File: src/rtl/uart_flit_receiver_pkg.sv
`default_nettype none
// ----------------------------------------------------------------------------
// types : flit type, flit size and UART receiver state encoding
// Rev 1.0
// ----------------------------------------------------------------------------
package types;

  localparam int FLIT_BYTES = 16;

  typedef logic [127:0] flit_t;

  typedef enum logic [2:0] {
    IDLE  = 3'd0,
    START = 3'd1,
    DATA  = 3'd2,
    STOP  = 3'd3,
    BREAK = 3'd4
  } uart_rx_state_t;

endpackage
`default_nettype wire

File: src/rtl/uart_flit_receiver_byte_rx.sv
`default_nettype none
// ----------------------------------------------------------------------------
// uart_byte_rx : 8N1 byte deserializer with input synchronizer
// Rev 1.0
// ----------------------------------------------------------------------------
module uart_byte_rx
  import types::*;
#(
  parameter int CLKS_PER_BIT = 868
) (
  input  logic       clk,
  input  logic       rst,
  input  logic       rx,
  output logic [7:0] byte_data,
  output logic       byte_valid,
  output logic       byte_frame_err,
  output logic       busy
);

  localparam int CW = $clog2(CLKS_PER_BIT);
  localparam logic [CW-1:0] HALF_CNT = CW'(CLKS_PER_BIT / 2 - 1);
  localparam logic [CW-1:0] FULL_CNT = CW'(CLKS_PER_BIT - 1);

  logic [1:0]     sync;
  logic           rx_prev;
  logic [1:0]     settle;
  logic [CW-1:0]  cnt;
  logic [2:0]     bit_idx;
  uart_rx_state_t state;
  logic           rx_s;

  assign rx_s = sync[1];
  assign busy = (state != IDLE);

  always_ff @(posedge clk) begin
    if (rst) begin
      sync           <= 2'b11;
      rx_prev        <= 1'b1;
      settle         <= 2'd0;
      cnt            <= '0;
      bit_idx        <= 3'd0;
      state          <= IDLE;
      byte_data      <= 8'd0;
      byte_valid     <= 1'b0;
      byte_frame_err <= 1'b0;
    end else begin
      sync           <= {sync[0], rx};
      rx_prev        <= rx_s;
      byte_valid     <= 1'b0;
      byte_frame_err <= 1'b0;
      // Edges are ignored until the synchronizer holds real line samples, so a
      // line held low through reset is not mistaken for a start bit.
      if (settle != 2'd3) settle <= settle + 2'd1;

      case (state)
        IDLE: begin
          if (settle == 2'd3 && rx_prev && !rx_s) begin
            cnt   <= HALF_CNT;
            state <= START;
          end
        end
        START: begin
          if (cnt != '0) begin
            cnt <= cnt - CW'(1);
          end else if (!rx_s) begin
            cnt     <= FULL_CNT;
            bit_idx <= 3'd0;
            state   <= DATA;
          end else begin
            state <= IDLE;
          end
        end
        DATA: begin
          if (cnt != '0) begin
            cnt <= cnt - CW'(1);
          end else begin
            byte_data <= {rx_s, byte_data[7:1]};
            cnt       <= FULL_CNT;
            bit_idx   <= bit_idx + 3'd1;
            if (bit_idx == 3'd7) state <= STOP;
          end
        end
        STOP: begin
          if (cnt != '0) begin
            cnt <= cnt - CW'(1);
          end else if (rx_s) begin
            byte_valid <= 1'b1;
            state      <= IDLE;
          end else begin
            byte_frame_err <= 1'b1;
            state          <= BREAK;
          end
        end
        BREAK: begin
          if (rx_s) state <= IDLE;
        end
        default: state <= IDLE;
      endcase
    end
  end

endmodule
`default_nettype wire

File: src/rtl/uart_flit_receiver.sv
`default_nettype none
// ----------------------------------------------------------------------------
// uart_flit_receiver : assembles 16 UART bytes into a flit, valid/ready output
// Rev 1.0
// ----------------------------------------------------------------------------
module uart_flit_receiver
  import types::*;
#(
  parameter int CLKS_PER_BIT = 868,
  parameter int TIMEOUT_BITS = 32
) (
  input  logic  cpuclk,
  input  logic  rst,
  input  logic  uart_rx,
  output flit_t flit_out,
  output logic  flit_out_valid,
  input  logic  flit_out_ready,
  output logic  frame_err,
  output logic  timeout_err,
  output logic  overrun_err
);

  // The idle timer starts at the stop-bit centre, half a bit before its end.
  localparam int TIMEOUT_LIMIT = TIMEOUT_BITS * CLKS_PER_BIT + CLKS_PER_BIT / 2;
  localparam int TW            = $clog2(TIMEOUT_LIMIT + 1);

  logic [7:0]   byte_data;
  logic         byte_valid;
  logic         rx_busy;
  logic [3:0]   idx;
  logic [119:0] shift;
  logic [TW-1:0] timer;
  logic         idx_last;

  assign idx_last = (idx == 4'(FLIT_BYTES - 1));

  uart_byte_rx #(
    .CLKS_PER_BIT(CLKS_PER_BIT)
  ) u_byte_rx (
    .clk           (cpuclk),
    .rst           (rst),
    .rx            (uart_rx),
    .byte_data     (byte_data),
    .byte_valid    (byte_valid),
    .byte_frame_err(frame_err),
    .busy          (rx_busy)
  );

  always_ff @(posedge cpuclk) begin
    if (rst) begin
      idx            <= 4'd0;
      shift          <= '0;
      timer          <= '0;
      flit_out       <= '0;
      flit_out_valid <= 1'b0;
      timeout_err    <= 1'b0;
      overrun_err    <= 1'b0;
    end else begin
      timeout_err <= 1'b0;
      overrun_err <= 1'b0;
      if (flit_out_valid && flit_out_ready) flit_out_valid <= 1'b0;

      if (byte_valid) begin
        timer <= '0;
        if (idx_last) begin
          idx <= 4'd0;
          if (!flit_out_valid || flit_out_ready) begin
            flit_out       <= {shift, byte_data};
            flit_out_valid <= 1'b1;
          end else begin
            overrun_err <= 1'b1;
          end
        end else begin
          idx   <= idx + 4'd1;
          shift <= {shift[111:0], byte_data};
        end
      end else if (frame_err) begin
        idx   <= 4'd0;
        timer <= '0;
      end else if (idx == 4'd0 || rx_busy) begin
        timer <= '0;
      end else if (timer == TW'(TIMEOUT_LIMIT)) begin
        timeout_err <= 1'b1;
        idx         <= 4'd0;
        timer       <= '0;
      end else begin
        timer <= timer + TW'(1);
      end
    end
  end

endmodule
`default_nettype wire

File: config.mk
export PLATFORM = sky130hd
export DESIGN_NAME = uart_flit_receiver
export DESIGN_NICKNAME = d
export VERILOG_FILES = /design/src/rtl/uart_flit_receiver_pkg.sv /design/src/rtl/uart_flit_receiver_byte_rx.sv /design/src/rtl/uart_flit_receiver.sv
export SDC_FILE = /design/constraint.sdc
export NUM_CORES = 1
export LEC_CHECK = 0
export CAP_MARGIN = 20
export CORE_MARGIN = 2
export CORE_UTILIZATION = 55
export CTS_BUF_LIST = sky130_fd_sc_hd__clkbuf_8
export DETAILED_ROUTE_END_ITERATION = 8
export HOLD_SLACK_MARGIN = 0.12
export PLACE_DENSITY = 0.79
export SYNTH_ARGS = -nofsm -noshare
export SYNTH_HDL_FRONTEND = slang
export SYNTH_SLANG_ARGS = --single-unit
File: constraint.sdc
create_clock -name cpuclk -period 3.15 [get_ports cpuclk]
set_clock_uncertainty 0.1 [all_clocks]
set_input_delay 0.63 -clock cpuclk [delete_from_list [all_inputs] [get_ports cpuclk]]
set_output_delay 0.63 -clock cpuclk [all_outputs]
set_load 0.03 [all_outputs]
==> results.sh <==
export IMPL_utilization_pct=68.12
export IMPL_holdWs_ns=0.3185
export IMPL_cp_cell_sequence="clkdlybuf4s50_1"
export IMPL_clk_path_buf_depth=3
export IMPL_syn2layout_area_growth_pct=21.82
export IMPL_io_pins=136
export IMPL_dr_first_iter_drc_count=735
export IMPL_pre_cts_ws_ns=0.8184
export IMPL_crit_arrival_ns=1.66
export IMPL_max_freq_ghz=0.4192
export IMPL_cp_required_ns=2.42
export IMPL_numCtsBuffers=46
export IMPL_cts_root_buffer="clkbuf_8"
export IMPL_synth_xor_xnor_area_share_pct=1.207
export IMPL_h_tree_depth=2
export IMPL_ys_warnings_count=0
export IMPL_synth_area_per_cell_um2=8.026
export IMPL_wl_um=24480
export IMPL_top_layer="met4"
export IMPL_ir_drop_mv=0.3368
export IMPL_die_area_um2=20930
export IMPL_hold_violations=0
export IMPL_met2_length_um=11850
export IMPL_p_per_area_nw_per_um2=574.6
export IMPL_critical_path_top_delay_family="buffers and inverters"
export IMPL_layout_nets=1470
export IMPL_critPathLaunchType="register"
export IMPL_worst_pin_slew_ns=0.6477
export IMPL_hold_path_class="register to register"
export IMPL_critical_path_max_stage_delay_ns=0.72
export IMPL_hold_buffers=0
export IMPL_syn_inst=1356
export IMPL_final_common_cell="nand2_1"
export IMPL_row_count=51
export IMPL_synth_compound_area_share_pct=14.22
export IMPL_grt_max_degree=105
export IMPL_cp_max_fo=2
export IMPL_start_util_pct=55.92
export IMPL_grt_pass1_vias=8362
export IMPL_seq_area_frac_synth_pct=55.37
export IMPL_postCtsSetupBuffers=0
export IMPL_cap_viol_max_count=0
export IMPL_ys_ff_latch=301
export IMPL_gr_usage_all_layers_pct=23.13
export IMPL_diodes=0
export IMPL_cp_slowest_cell="clkdlybuf4s50_1"
export IMPL_post_route_cells_drive_above_1_share_pct=5.910
export IMPL_leakage_nw=4.372
export IMPL_clock_latency_ns=0.54
export IMPL_syn_nets=1369
export IMPL_power_total_w=0.007619
export IMPL_cts_resized=0
export IMPL_synth_top_family_by_area="simple AND/OR/NAND/NOR gates"
export IMPL_synth_simple_area_share_pct=23.19
export IMPL_setup_worst_path_class="register to primary output"
export IMPL_place_congestion=0.8752
export IMPL_cp_end_kind="primary output"
export IMPL_wl_per_cell_um=13.96
export IMPL_io_buffers=135
export IMPL_slew_headroom_pct=56.82
export IMPL_postSynth_asyncResetShare_pct=0
export IMPL_synthAdderAreaFrac_pct=1.127
export IMPL_fin_crit_sh_pct=75.72
export IMPL_layout_common_cells="510 x nand2_1, 301 x dfxtp_1, 262 x a21oi_1"
export IMPL_grt_pass1_wl_um=39820
export IMPL_wl_met3_um=1357
export IMPL_met1_length_um=10940
export IMPL_setup_slack_ns=0.7648
export IMPL_critical_path_n_buffers_inverters=1
export IMPL_fp_dieH_um=144.7
export IMPL_finalCriticalPeriod_ns=2.385
export IMPL_hpwl_um=15100
export IMPL_netlist_area_um2=10880
export IMPL_synth_edf_count=0
export IMPL_ant_nets=0
export IMPL_nFillCells=1626
export IMPL_cts_sinks=301
export IMPL_synth_cell_types=54
export IMPL_drc=0
export IMPL_die_w_um=144.7
export IMPL_path_clk_slew_ns=0.06
export IMPL_drt_first_pass_iters=5
export IMPL_rsz0062_at_grt="no"
export IMPL_status="finished clean"
export IMPL_synth_top_flop_cell="dfxtp_1"
export IMPL_synth_mux_area_share_pct=0.9198
export IMPL_antenna_found_initial=0
export IMPL_cts_tree="done"
export IMPL_vias=9218
export IMPL_setup_viol=0
export IMPL_core_um2=19460
export IMPL_slew_violations=0
export IMPL_vias_per_cell=5.255
export IMPL_fin_tns_setup_ns=0
export IMPL_gr_total_overflow=0
## through the flow
stage / instance area [µm²] / cells
2_1_floorplan: 10880 / 1356
4_1_cts: 13260 / 1754
6_report: 13260 / 1754
5_1_grt: 13260 / 1754
3_3_place_gp: 12380 / 1674
3_5_place_dp: 12380 / 1674
## cells by family after synthesis
kind of cell / Yosys count
adders and majority gates: 10
DFF: 301
xor gates and xnor gates: 15
buffers and inverters: 103
and+or+nand+nor: 625
AOI/OAI and AO/OA: 292
muxes: 10
## cell usage after synthesis, types with 3 or more instances
cell type	number	share of area, %
nand2_1	511	18
dfxtp_1	301	55
a21oi_1	262	12
clkbuf_1	83	2.9
nor2_1	47	1.6
nand3_1	11	0.51
mux2i_1	10	0.92
ha_1	9	1.0
inv_1	9	0.31
nor3_1	9	0.41
xnor2_1	8	0.64
xor2_1	7	0.56
nand4_1	6	0.34
a211oi_1	5	0.34
nor4_1	5	0.29
or2_2	5	0.29
and3_1	4	0.23
nand2b_1	4	0.23
nor2b_1	4	0.23
or3_1	4	0.23
a21o_1	3	0.21
a22oi_1	3	0.21
and2_1	3	0.17
buf_1	3	0.10
o21ai_0	3	0.14
## flip-flops by register name (all words and copies together) (netlist names)
register                  flops
u_byte_rx.rx_prev             1
idx                           4
flit_out                    128
u_byte_rx.byte_data           8
u_byte_rx.cnt                10
timeout_err                   1
overrun_err                   1
u_byte_rx.settle              2
flit_out_valid                1
u_byte_rx.bit_idx             3
u_byte_rx.byte_frame_err      1
shift                       120
u_byte_rx.state               3
u_byte_rx.sync                2
u_byte_rx.byte_valid          1
timer                        15
## layer usage
metal,global-route usage [%],vias to the layer above
met5,0,-
met4,6.183,0
met3,5.166,37
met2,38.34,219
met1,30.73,4319
li1,-,4643
## final cells by class
class	count	area, µm²	area share (%)
flip-flops and latches	301	6026	45.45
multi-input cells	952	4456	33.61
repair buffers	147	1533	11.56
clock buffers	57	784.5	5.917
well taps	265	331.6	2.501
clock inverters	23	93.84	0.7078
inverters	9	33.78	0.2548
## report_power, final
part	leakage (nW)	internal [W]	total [W]	switching [W]
clock network	0.523	0.00162	0.00303	0.00141
logic	1.42	0.000217	0.000645	0.000427
registers	2.43	0.00387	0.00394	0.0000743
total	4.37	0.00571	0.00762	0.00191
## final timing paths
path,startpoint,to,slack (ns),cells after the start
worst min register to register,u_byte_rx.sync[0],u_byte_rx.sync[1],0.32,1
worst max register to register,u_byte_rx.cnt[3],u_byte_rx.cnt[3],0.78,5
worst min-delay path,u_byte_rx.sync[0],u_byte_rx.sync[1],0.32,1
worst max-delay path,flit_out[126],flit_out[126],0.76,1
No activity file was read; power rests on OpenSTA's default activity.
==> RTL change: new RTL, config.mk and constraints unchanged <==
One comparison of `timer` changes from == to >=.
--- a/src/rtl/uart_flit_receiver.sv
+++ b/src/rtl/uart_flit_receiver.sv
@@ -79,7 +79,7 @@
         timer <= '0;
       end else if (idx == 4'd0 || rx_busy) begin
         timer <= '0;
-      end else if (timer == TW'(TIMEOUT_LIMIT)) begin
+      end else if (timer >= TW'(TIMEOUT_LIMIT)) begin
         timeout_err <= 1'b1;
         idx         <= 4'd0;
         timer       <= '0;
Behaviour: same outputs for any inputs over 4 cycles, from zero or initial values and one cycle with rst high; that may be too few to reach the edited logic, so the function may still have changed.
==> RTL change against the original RTL <==
Hold slack about the same; sequential cell count unchanged; count of clock-buffer cells in the layout up 11; non-clock buffer count up 4; synthesized area up 0.95%; via count up 3.4%; first-iteration DRC count down 17%; die area up 0.93%; critical path type unchanged; worst setup slack worse by 39 ps; wire length up 6.6%; cell area up 3.2%.
Power is not compared: it rests on default switching activity, and its combinational part moved more than twofold at a synthesized area within 25%.
==> RTL change: results (changes against the original RTL) <==
- Summed over all cells, the static leakage comes to 4.62 nW.
- The clock tree root driver cell is clkbuf_8.
- The startpoint identified for the worst register-to-register timing path is u_byte_rx.cnt[0]$_SDFFE_PP0P_.
- Clock-pin slew was measured on the worst setup and hold paths at 70 ps.
- In the synthesized netlist the dominant register cell turns out to be dfxtp_1.
- The maximum level of the CTS H-tree was 2 (unchanged).
- The number of gates resized after cts is 0 (unchanged).
- The final wirelength is 26100 um (+6.6%).
- The weighted congestion reported at the end of routability-driven placement is 0.791 (-9.6%).
- The number of antenna violations at the first check in global routing is 0 (unchanged).
- The number of diodes added for antenna fixing is 0 (unchanged).
- The distinct cell type count after synthesis was 61 (+13%).
- The worst voltage drop across the vdd grid is 615 uV.
- The sequential cell area fraction in the yosys report is 54.8% (-0.52 points).
- The setup fix buffers added after clock tree synthesis is 0 (unchanged).
- The min-delay analysis places its worst path in the category flop to flop.
- The DRC marker count from the first detailed-route iteration is 612 (-17%).
- The wire length of the first global-routing pass was 42600 um (+7.1%).
- The largest fanout on the critical path is 2 (unchanged).
- The average wire length per cell after detail routing is 14.7 um (+5.1%).
- Tracing the worst setup path back leads to its startpoint at flit_out[122]$_SDFFE_PP0P_.
- The first-pass detailed-route iteration total is 5 (unchanged).
- The post-synthesis cell count came to 1370 (+1.0%).
- The average via count per standard cell is 5.35 (+1.9%).
- The flow ran to the end, and the final reports show no timing, DRC or antenna violations.
- The largest net degree at the start of global routing is 121 (+15%).
- The global routing usage summed across all routing layers is 23.8% (+0.63 points).
- The headroom to the max-slew limit was 51.4% (-5.4 points).
- The largest registers in the layout are flit_out x128, shift x120, timer x15.
- The ratio of cells with drive above 1 in the final layout is 7.13% (+1.2 points).
- The share of synthesized registers carrying an async set or reset is 0% (unchanged).
- The number of port buffers came to 135 (unchanged).
- In the post-synthesis netlist, the biggest area contributors are dfxtp_1 (55%), nand2_1 (17%), a21oi_1 (12%).
- The clock tree buffer depth is 3 (unchanged).
- The via count of the first global-routing pass is 8808 (+5.3%).
- The HPWL reported at the end of detailed placement is 16300 um (+8.0%).
- The delay of the slowest critical-path stage was 790 ps (+70 ps).
- The arrival time at the worst endpoint is 1690 ps (+30 ps).
- The clock buffer count from CTS is 47 (+2.2%).
- The count of synthesis-stage warnings from yosys came to 0 (unchanged).
- In the synthesized netlist, the cells that appear most often are nand2_1 (509), dfxtp_1 (301), a21oi_1 (261).
- The cell total after placement is 1692 (+1.1%).
- The worst hold path startpoint is u_byte_rx.sync[0]$_SDFF_PP1_.
- The net total in the final layout was 1489 (+1.3%).
==> RTL change: worst paths after layout <==
| kind | slack, ps | end | cells past startpoint |
|---|---|---|---|
| max | 730 | flit_out[122] | 1 |
| min | 320 | u_byte_rx.sync[1]$_SDFF_PP1_ | 1 |
| max reg2reg | 780 | u_byte_rx.bit_idx[0]$_SDFFE_PP0P_ | 6 |
| min reg2reg | 320 | u_byte_rx.sync[1]$_SDFF_PP1_ | 1 |
==> RTL change: where the power goes <==
part           internal, W  total, W  switching, W
combinational    0.0000544  0.000183      0.000128
sequential         0.00382   0.00383     0.0000141
clock              0.00216   0.00367       0.00151
==> RTL change: cell families after synthesis <==
family          synth area share, %
simple gates                   23.0
xor+xnor                       1.04
flops                          54.8
compound gates                 15.6
fa+ha+maj                      1.02
mux                           0.820
buf+inv                        3.69
==> RTL change: final cells by class <==
type,count,area [um^2]
timing repair buffer,151,1590
clock inverter,20,169
sequential,301,6030
clock buffer,68,936
fill,1606,5850
tap,265,332
multi-input combinational,963,4580
inverter,12,45.0
==> RTL change: worst reg2reg max path, cell delays in order, from the launching register on <==
cell	delay, ps
dfxtp_1	350
inv_1	90
ha_1	150
nor4b_1	440
nand4_1	620
or2_0	410
a21oi_1	130
==> RTL change: metrics by stage <==
stage,util [%],setup slack [ps],power [W],area [um^2]
floorplan,-,1120,0.00406,11000
global placement,64.4,677,0.00409,12600
detailed placement,64.4,613,0.00410,12600
CTS,70.0,712,0.00774,13700
global route,70.0,623,0.00794,13700
finish,70.0,726,0.00769,13700
==> RTL change: layer usage <==
metal  global-route usage (%)  part of all wire (%)  vias up
met5                        0                     0        -
met4                     7.79                   1.9        0
met3                     4.64                   6.0       41
met2                     39.6                    48      252
met1                     31.3                    45     4487
li1                         -                     -     4749
